===== src/rtl/ppg_seq_if.sv =====
// VRAM / datapath bus of the lattice-gas propagation sequencer.
// master = sequencer, slave = datapath + VRAM side.
interface ppg_seq_if;
    logic        PPGRD;
    logic        PPGCL;
    logic [9:0]  C_VRAMADR_X;
    logic [13:0] C_VRAMADR_Y;
    logic        vram_req;
    logic        vram_we;
    logic        vram_ack;
    logic        rdata_valid;
    logic [9:0]  wr_col;

    modport master (
        output PPGRD, PPGCL, C_VRAMADR_X, C_VRAMADR_Y,
        output vram_req, vram_we, wr_col,
        input  vram_ack, rdata_valid
    );

    modport slave (
        input  PPGRD, PPGCL, C_VRAMADR_X, C_VRAMADR_Y,
        input  vram_req, vram_we, wr_col,
        output vram_ack, rdata_valid
    );
endinterface


===== src/rtl/ppg_seq.sv =====
// Frame sequencer for the lattice-gas propagation datapath:
// row loads (PPGRD), row calcs (PPGCL) and ping-pong planes.
module ppg_seq #(
    parameter logic [13:0] DST_OFS  = 14'd512,
    parameter int          CALC_LAT = 2
) (
    input  logic       CLK,
    input  logic       RST,
    input  logic       start,
    input  logic [9:0] dsizx,
    input  logic [9:0] dsizy,
    output logic       busy,
    output logic       done,
    output logic       plane,
    ppg_seq_if.master  bus
);

    localparam logic [2:0] S_IDLE = 3'd0;
    localparam logic [2:0] S_PRE0 = 3'd1;
    localparam logic [2:0] S_PRE1 = 3'd2;
    localparam logic [2:0] S_RD   = 3'd3;
    localparam logic [2:0] S_CALC = 3'd4;
    localparam logic [2:0] S_GAP  = 3'd5;
    localparam logic [2:0] S_FIN  = 3'd6;

    logic [2:0]          state;
    logic [2:0]          nxt;
    logic [9:0]          wx;
    logic [9:0]          ny;
    logic [9:0]          x;
    logic [9:0]          beat;
    logic [9:0]          wcnt;
    logic [13:0]         y;
    logic [13:0]         ya;
    logic                rd;
    logic                cl;
    logic                rd_req;
    logic                iss;
    logic [CALC_LAT-1:0] wv;
    logic [9:0]          wc [CALC_LAT];

    logic        stall;
    logic        wr_ack;
    logic        row_last;
    logic [13:0] src_ofs;
    logic [13:0] dst_ofs;
    logic [13:0] rd_row;

    // Plane offset only touches bits [13:9]; [8:0] stay base-relative
    // so the datapath bank select sees the true row in both phases.
    assign src_ofs  = plane ? DST_OFS : 14'd0;
    assign dst_ofs  = plane ? 14'd0 : DST_OFS;
    assign rd_row   = (nxt == S_PRE1) ? 14'd1 : y + 14'd1;
    assign stall    = wv[CALC_LAT-1] & ~bus.vram_ack;
    assign wr_ack   = wv[CALC_LAT-1] & bus.vram_ack;
    assign row_last = (y == {4'd0, ny} - 14'd1);

    assign bus.PPGRD       = rd;
    assign bus.PPGCL       = cl;
    assign bus.C_VRAMADR_X = x;
    assign bus.C_VRAMADR_Y = ya;
    assign bus.vram_req    = rd_req | wv[CALC_LAT-1];
    assign bus.vram_we     = wv[CALC_LAT-1];
    assign bus.wr_col      = wc[CALC_LAT-1];

    always_ff @(posedge CLK or posedge RST) begin
        if (RST) begin
            state  <= S_IDLE;
            nxt    <= S_IDLE;
            busy   <= 1'b0;
            done   <= 1'b0;
            plane  <= 1'b0;
            wx     <= '0;
            ny     <= '0;
            x      <= '0;
            beat   <= '0;
            wcnt   <= '0;
            y      <= '0;
            ya     <= '0;
            rd     <= 1'b0;
            cl     <= 1'b0;
            rd_req <= 1'b0;
            iss    <= 1'b0;
            wv     <= '0;
            for (int i = 0; i < CALC_LAT; i++) wc[i] <= '0;
        end else begin
            done <= 1'b0;
            case (state)
                S_IDLE: begin
                    if (start) begin
                        busy <= 1'b1;
                        wx   <= dsizx;
                        ny   <= dsizy;
                        y    <= 14'd1;
                        if (dsizy < 10'd2) begin
                            state <= S_FIN;
                        end else begin
                            state  <= S_PRE0;
                            rd     <= 1'b1;
                            rd_req <= 1'b1;
                            beat   <= '0;
                            ya     <= src_ofs;
                        end
                    end
                end
                S_PRE0, S_PRE1, S_RD: begin
                    if (bus.vram_ack) rd_req <= 1'b0;
                    if (bus.rdata_valid) begin
                        if (beat == wx) begin
                            rd     <= 1'b0;
                            rd_req <= 1'b0;
                            state  <= S_GAP;
                            // row y+1 must be resident before row y is computed
                            nxt    <= (state == S_PRE0) ? S_PRE1 :
                                      (state == S_PRE1) ? S_RD : S_CALC;
                        end else begin
                            beat <= beat + 10'd1;
                        end
                    end
                end
                S_GAP: begin
                    state <= nxt;
                    if (nxt == S_CALC) begin
                        cl   <= 1'b1;
                        x    <= '0;
                        iss  <= 1'b1;
                        wcnt <= '0;
                        ya   <= y + dst_ofs;
                    end else begin
                        rd     <= 1'b1;
                        rd_req <= 1'b1;
                        beat   <= '0;
                        ya     <= rd_row + src_ofs;
                    end
                end
                S_CALC: begin
                    if (!stall) begin
                        for (int i = CALC_LAT - 1; i > 0; i--) begin
                            wv[i] <= wv[i-1];
                            wc[i] <= wc[i-1];
                        end
                        wv[0] <= iss;
                        wc[0] <= x;
                        if (iss) begin
                            if (x == wx) iss <= 1'b0;
                            else         x   <= x + 10'd1;
                        end
                    end
                    if (wr_ack) begin
                        if (wcnt == wx) begin
                            cl   <= 1'b0;
                            x    <= '0;
                            wcnt <= '0;
                            if (row_last) begin
                                state <= S_FIN;
                            end else begin
                                y     <= y + 14'd1;
                                state <= S_GAP;
                                nxt   <= S_RD;
                            end
                        end else begin
                            wcnt <= wcnt + 10'd1;
                        end
                    end
                end
                S_FIN: begin
                    done  <= 1'b1;
                    busy  <= 1'b0;
                    plane <= ~plane;
                    state <= S_IDLE;
                end
                default: state <= S_IDLE;
            endcase
        end
    end

endmodule

===== src/flat_wrapper.sv =====
// flat-port wrapper written by rule: the top's interface ports become plain ports
module ppg_seq_flat 
#(
    parameter logic [13:0] DST_OFS  = 14'd512,
    parameter int          CALC_LAT = 2
)
  (CLK, RST, start, dsizx, dsizy, busy, done, plane, bus_PPGRD, bus_PPGCL, bus_C_VRAMADR_X, bus_C_VRAMADR_Y, bus_vram_req, bus_vram_we, bus_wr_col, bus_vram_ack, bus_rdata_valid);
  ppg_seq_if bus_i ();
  input  logic CLK;
  input  logic RST;
  input  logic start;
  input  logic [9:0] dsizx;
  input  logic [9:0] dsizy;
  output logic busy;
  output logic done;
  output logic plane;
  output wire logic [$bits(bus_i.PPGRD)-1:0] bus_PPGRD;
  output wire logic [$bits(bus_i.PPGCL)-1:0] bus_PPGCL;
  output wire logic [$bits(bus_i.C_VRAMADR_X)-1:0] bus_C_VRAMADR_X;
  output wire logic [$bits(bus_i.C_VRAMADR_Y)-1:0] bus_C_VRAMADR_Y;
  output wire logic [$bits(bus_i.vram_req)-1:0] bus_vram_req;
  output wire logic [$bits(bus_i.vram_we)-1:0] bus_vram_we;
  output wire logic [$bits(bus_i.wr_col)-1:0] bus_wr_col;
  input wire logic [$bits(bus_i.vram_ack)-1:0] bus_vram_ack;
  input wire logic [$bits(bus_i.rdata_valid)-1:0] bus_rdata_valid;
  assign bus_PPGRD = bus_i.PPGRD;
  assign bus_PPGCL = bus_i.PPGCL;
  assign bus_C_VRAMADR_X = bus_i.C_VRAMADR_X;
  assign bus_C_VRAMADR_Y = bus_i.C_VRAMADR_Y;
  assign bus_vram_req = bus_i.vram_req;
  assign bus_vram_we = bus_i.vram_we;
  assign bus_wr_col = bus_i.wr_col;
  assign bus_i.vram_ack = bus_vram_ack;
  assign bus_i.rdata_valid = bus_rdata_valid;
  ppg_seq #(.DST_OFS(DST_OFS), .CALC_LAT(CALC_LAT)) u_core (.CLK(CLK), .RST(RST), .start(start), .dsizx(dsizx), .dsizy(dsizy), .busy(busy), .done(done), .plane(plane), .bus(bus_i));
endmodule

===== config.mk =====
export PLATFORM = sky130hd
export DESIGN_NAME = ppg_seq_flat
export DESIGN_NICKNAME = d
export VERILOG_FILES = /design/src/rtl/ppg_seq_if.sv /design/src/rtl/ppg_seq.sv /design/src/flat_wrapper.sv
export SDC_FILE = /design/constraint.sdc
export NUM_CORES = 1
export LEC_CHECK = 0
export CORE_AREA = 2 2 115 117
export CTS_CLUSTER_DIAMETER = 150
export DETAILED_ROUTE_END_ITERATION = 8
export DIE_AREA = 0 0 117 119
export GPL_TIMING_DRIVEN = 0
export PLACE_DENSITY = 0.71
export SLEW_MARGIN = 0
export SYNTH_ARGS = -nofsm -noshare
export SYNTH_HDL_FRONTEND = slang
export SYNTH_SLANG_ARGS = --single-unit

===== constraint.sdc =====
create_clock -name CLK -period 5 [get_ports CLK]
set_input_delay 1 -clock CLK [delete_from_list [all_inputs] [get_ports CLK]]
set_output_delay 1 -clock CLK [all_outputs]
set_load 0.005 [all_outputs]

== Yosys cells after proc, flatten, opt, wreduce, memory -nomap -nowiden ==
Cells that the tools add are included.

* Bits in writable memories: 0
* Bits in latches: 0
* Input port bits: 25
* Memory bits (read-only): 0
* Output and inout bits: 41
* Memories: 0
* Register bits: 113

* Reductions and logical operators: 22
* Add/sub/neg operators: 7
* Eq/ne operators: 23
* Bitwise gates (word level): 6
* Shift-type cells: 0
* $lt $le $gt $ge: 1
* Multiplexer cells: 65
* Divide/modulo/power cells: 0
* $mul: 0

{| class="wikitable"
|+ Operators by type and width
! kind !! number
|-
| $mux 10 || 15
|-
| $mux 14 || 8
|-
| $pmux 14 s2 || 2
|-
| $pmux 10 s2 || 2
|-
| $mux 3 || 13
|-
| $add 10x1->10 const B || 3
|-
| $eq 10x10->1 || 3
|-
| $pmux 10 s3 || 1
|-
| $add 14x14->14 || 2
|-
| $reduce_and 6->1 || 3
|-
| $mux 1 || 16
|-
| $add 14x1->14 const B || 1
|-
| $eq 14x14->1 || 1
|-
| $ne 2x2->1 const B || 7
|-
| $eq 3x3->1 const B || 4
|-
| $pmux 3 s4 || 1
|-
| $sub 10x1->11 const B || 1
|-
| $lt 10x2->1 const B || 1
|-
| $reduce_and 5->1 || 2
|-
| $reduce_bool 2->1 || 5
|-
| $eq 3x2->1 const B || 3
|-
| $reduce_and 3->1 || 3
|-
| $ne 2x1->1 const B || 4
|-
| $reduce_and 2->1 || 4
|-
| 12 further kinds || 19
|}

== Depth between registers and ports, before layout ==
* Word-level depth: 7
* Mapped depth: 12
* Mapped depth without buffers: 11

== Least setup slack after synthesis ==
No wires, ideal clock.

* Path type: register -> register
* Start: register u_core.ny[0]
* End: register u_core.nxt[1]
* Data required time: 4.881 ns
* Clock period less this slack: 2.618 ns
* Stages on the path, launching flop included: 11
* Data arrival time: 2.500 ns
* Path slack: 2.382 ns
* Cell sequence: dfrtp_1 inv_1 ha_1 or4b_1 and4bb_1 a211o_1 o21ai_2 o41ai_4 buf_2 nand2_1 o21a_1

* Longest elaborated chain between the ends: 4

{| class="wikitable"
|+ Ends and longest elaborated chain
! what !! RTL line !! text
|-
| from (decl) || ppg_seq.sv:29 || <nowiki>logic [9:0] ny;</nowiki>
|-
| from (signal assigned) || ppg_seq.sv:93 || <nowiki>ny <= dsizy;</nowiki>
|-
| $sub 10x1->11 || ppg_seq.sv:56 || <nowiki>assign row_last = (y == {4'd0, ny} - 14'd1);</nowiki>
|-
| $eq 14x14->1 || ppg_seq.sv:56 ||
|-
| $ne 2x2->1 (no source line) || n/a ||
|-
| $reduce_and 6->1 (no source line) || n/a ||
|-
| to (signal assigned) || ppg_seq.sv:114 || <nowiki>nxt <= (state == S_PRE0) ? S_PRE1 :</nowiki>
|-
| to (decl) || ppg_seq.sv:27 || <nowiki>logic [2:0] nxt;</nowiki>
|}

No other way between the ends.
A chain may end at the register's enable or synchronous reset.

== Worst setup path after layout ==
Ends and elaborated chain as after synthesis.

==> impl_metrics.tcl <==
set metrics [dict create \
    ctsHtreeMaxLevel 4 \
    drtIter0Drc 362 \
    grt_first_pass_wirelength_microns 24800 \
    min-delay-path-class "reg2reg" \
    starting_density 0.482 \
    area_growth_syn_to_layout_pct 24.0 \
    synth_compound_gate_area_share 0.136 \
    fill_cells 1095 \
    path_buf_inv 2 \
    cts-buffers-inserted 17 \
    routedWlPerCell_microns 16.7 \
    placeableCoreArea_sq_um 12900 \
    timing.final.crit_period_ns 3.11 \
    initial_antenna_violation_count 0 \
    finalHoldWorstSlack_ns 0.479 \
    critical_path.reg2reg.startpoint "u_core.ny[0]" \
    critPathRequiredTime_ns 5.30 \
    clkSlewWorstSetupHoldPaths_ns 0.05 \
    layoutNonFillerInstCount 899 \
    synth.area.mux_share 0.0769 \
    setup_viol 0 \
    cts_num_sinks 113 \
    crit_path_top_delay_cell "o41ai_4" \
    cts.root.buffer_cell "clkbuf_16" \
    io-pin-count 66 \
    avgViaCountPerCell 5.60 \
    synth_sequential_area_ratio 0.456 \
    final_cell_area_sq_um 7690 \
    place_area_sq_um 7100 \
    post_cts_hold_buffer_count 0 \
    fraction_of_layout_cells_with_a_size_suffix_above_1 0.134 \
    critical_path.startpoint "u_core.ny[0]" \
    final.setup.tns_ns 0 \
    power-per-cell-area_nw_per_um2 494 \
    synth_top_family_by_area "simple AND/OR/NAND/NOR gates" \
    gp_congestion 0.913 \
    postCtsResizedCells 0 \
    drc 0 \
    timing.setup.critical_path_class "reg2reg" \
    std_cell_rows 42 \
    synthCells 625 \
    final.period_utilization 0.621 \
    cap_viol_max_count 0 \
    ant_nets 0 \
    globalRouteOverflowTotal 0 \
    number_of_vias_in_the_routed_layout 5032 \
    postRouteWirelength_microns 15000 \
    dp_cells 867 \
    clock_tree.buffer_depth 2 \
    postSynth.asyncResetShare 1.00 \
    finalPower_uw 3800 \
    cts_tree "built" \
    first_global_vias 4883 \
    worst-slew-pin-transition_ns 1.13 \
    dr.pass1.iters 7 \
    die_h_microns 119 \
    hpwl_reported_at_the_end_of_detailed_placement_microns 10900 \
    port_buffers 65 \
    syn_area_sq_um 6200 \
    path_cells "inv_1 -> ha_1 -> or4b_1 -> and4bb_1 -> a211o_1 -> o21ai_2 -> o41ai_4 -> buf_2 -> nand2_1 -> o21a_1" \
    post_synth_fa_ha_maj_area_fraction 0.0182 \
    slew_headroom 0.244 \
    clk_latency_ns 0.42 \
    grt_use_total 0.230 \
    outcome "complete, no violations" \
    synth_edf_count 0 \
    peak_supply_drop_uv 296 \
    final_max_slew_viol_count 0 \
    critPathLaunchType "flip-flop" \
    ys_dominant_reg_cell "dfrtp_1" \
    die_extent_in_x_microns 117 \
    p_leak_uw 0.00337 \
    antenna_cells_inserted 0 \
    clock-skew-final_ns 0.00852 \
    crit_path_end_kind "flip-flop" \
    path_max_fanout 10 \
    ys_warn_count 0 \
    synth_seq_cells 113 \
    cts_setup_buffers 0 \
    grt_max_degree 64 \
    post_synth_xor_area_fraction 0.100 \
    critPathTopFamily "compound AO/OA/AOI/OAI gates" \
    cp.arrival_ns 3.41 \
    fmaxAchievable_ghz 0.322 \
    floorplan.die_area_sq_um 13900 \
    avgSynthCellArea_sq_um 9.92 \
    setup_repair_after_global_routing_missed_its_margin "false" \
    post_synth_num_cell_types 64 \
    hp-start "u_core.rd_req" \
    num-nets-final 744 \
    crit_path_max_incr_delay_ns 0.65 \
    timing.final.hold_violations 0 \
    mappedNetlistNets 659 \
    synthSimpleGateAreaFrac 0.168 \
]
registers in the layout, summed over array words and instances (netlist names):
signal                  count
u_core.bus.C_VRAMADR_Y     14
u_core.wx                  10
u_core.plane                1
u_core.ny                  10
u_core.wcnt                10
u_core.nxt                  3
u_core.bus.PPGRD            1
u_core.bus.C_VRAMADR_X     10
u_core.y                   14
u_core.rd_req               1
u_core.iss                  1
u_core.bus.PPGCL            1
u_core.wv                   2
u_core.wc                  10
u_core.busy                 1
u_core.done                 1
u_core.state                3
u_core.bus.wr_col          10
u_core.beat                10
report_power, final:
part | internal (uW) | switching (uW) | total (uW) | leakage (uW)
Combinational | 587 | 636 | 1220 | 0.00162
Clock | 789 | 408 | 1200 | 0.000283
Sequential | 1110 | 261 | 1370 | 0.00147
Total | 2490 | 1300 | 3800 | 0.00337
metrics by stage:
stage	worst slack, ns	utilization
4_1_cts	1.96	0.597
5_1_grt	1.65	0.597
6_report	1.89	0.597
2_1_floorplan	1.01	-
3_5_place_dp	1.70	0.552
3_3_place_gp	-0.536	0.549
layout make-up:
type / instances / area [sq um] / share of cell area
Inverter: 20 / 77.6 / 0.0101
Clock buffer: 21 / 450 / 0.0586
Multi-Input combinational cell: 452 / 3100 / 0.403
Sequential cell: 113 / 2830 / 0.368
Tap cell: 176 / 220 / 0.0286
Timing Repair Buffer: 66 / 678 / 0.0882
Buffer: 40 / 199 / 0.0259
Clock inverter: 11 / 138 / 0.0179
Yosys cell counts (13+ instances only):
cell type | count | share of area
dfrtp_1 | 113 | 0.46
nand2_1 | 49 | 0.030
nor2_1 | 48 | 0.029
xor2_1 | 46 | 0.065
mux2_2 | 37 | 0.067
o21ai_0 | 33 | 0.027
a21oi_1 | 27 | 0.022
clkbuf_1 | 25 | 0.015
xnor2_1 | 25 | 0.035
inv_1 | 20 | 0.012
nand3_1 | 17 | 0.014
a21o_1 | 15 | 0.018
nor4_1 | 13 | 0.013
cell families (layout without fill, tap and decap cells):
logic type	Yosys count	after routing
compound gates	125	125
flops	113	113
xor+xnor	71	71
simple gates	204	204
mux	43	43
fa+ha+maj	9	9
buf+inv	60	158
cell usage in the layout (no fill, tap or decap), types with 4 or more instances in the layout:
cell type          n
dfrtp_1          113
nor4_1            13
and3_1             8
clkbuf_16         17
nor3b_1            6
o21ai_0           33
nand3_1           17
clkinv_2           5
buf_4             10
a22oi_1            4
mux2i_1            6
nand2b_1           8
a221o_1            7
nor2_1            48
a31oi_1            5
or2_2              6
xnor2_1           25
xor2_1            46
clkbuf_1          28
a21o_1            15
a21oi_1           27
a22o_1             6
nor3_1            11
ha_1               9
inv_1             19
mux2_2            37
nand4_1           11
nand2_1           49
or3_1              9
clkdlybuf4s50_1   65
per-layer routing:
metal / track usage / part of all wire / vias up
met5: 0 / 0 / -
met4: 0.0765 / 0.018 / 0
met3: 0.0616 / 0.055 / 27
met2: 0.368 / 0.50 / 169
met1: 0.301 / 0.43 / 2451
li1: - / - / 2385
final timing paths:
check                      depth (start not counted)  slack [ns]              to
max                                               10        1.89   u_core.nxt[1]
min                                                1        0.48   u_core.rd_req
max reg2reg                                       10        1.89   u_core.nxt[1]
min reg2reg                                        1        0.48   u_core.rd_req
max in group asynchronous                          3        3.21  u_core.beat[3]
min in group asynchronous                          2        1.05     u_core.y[1]
No activity file was read; power rests on OpenSTA's default activity.
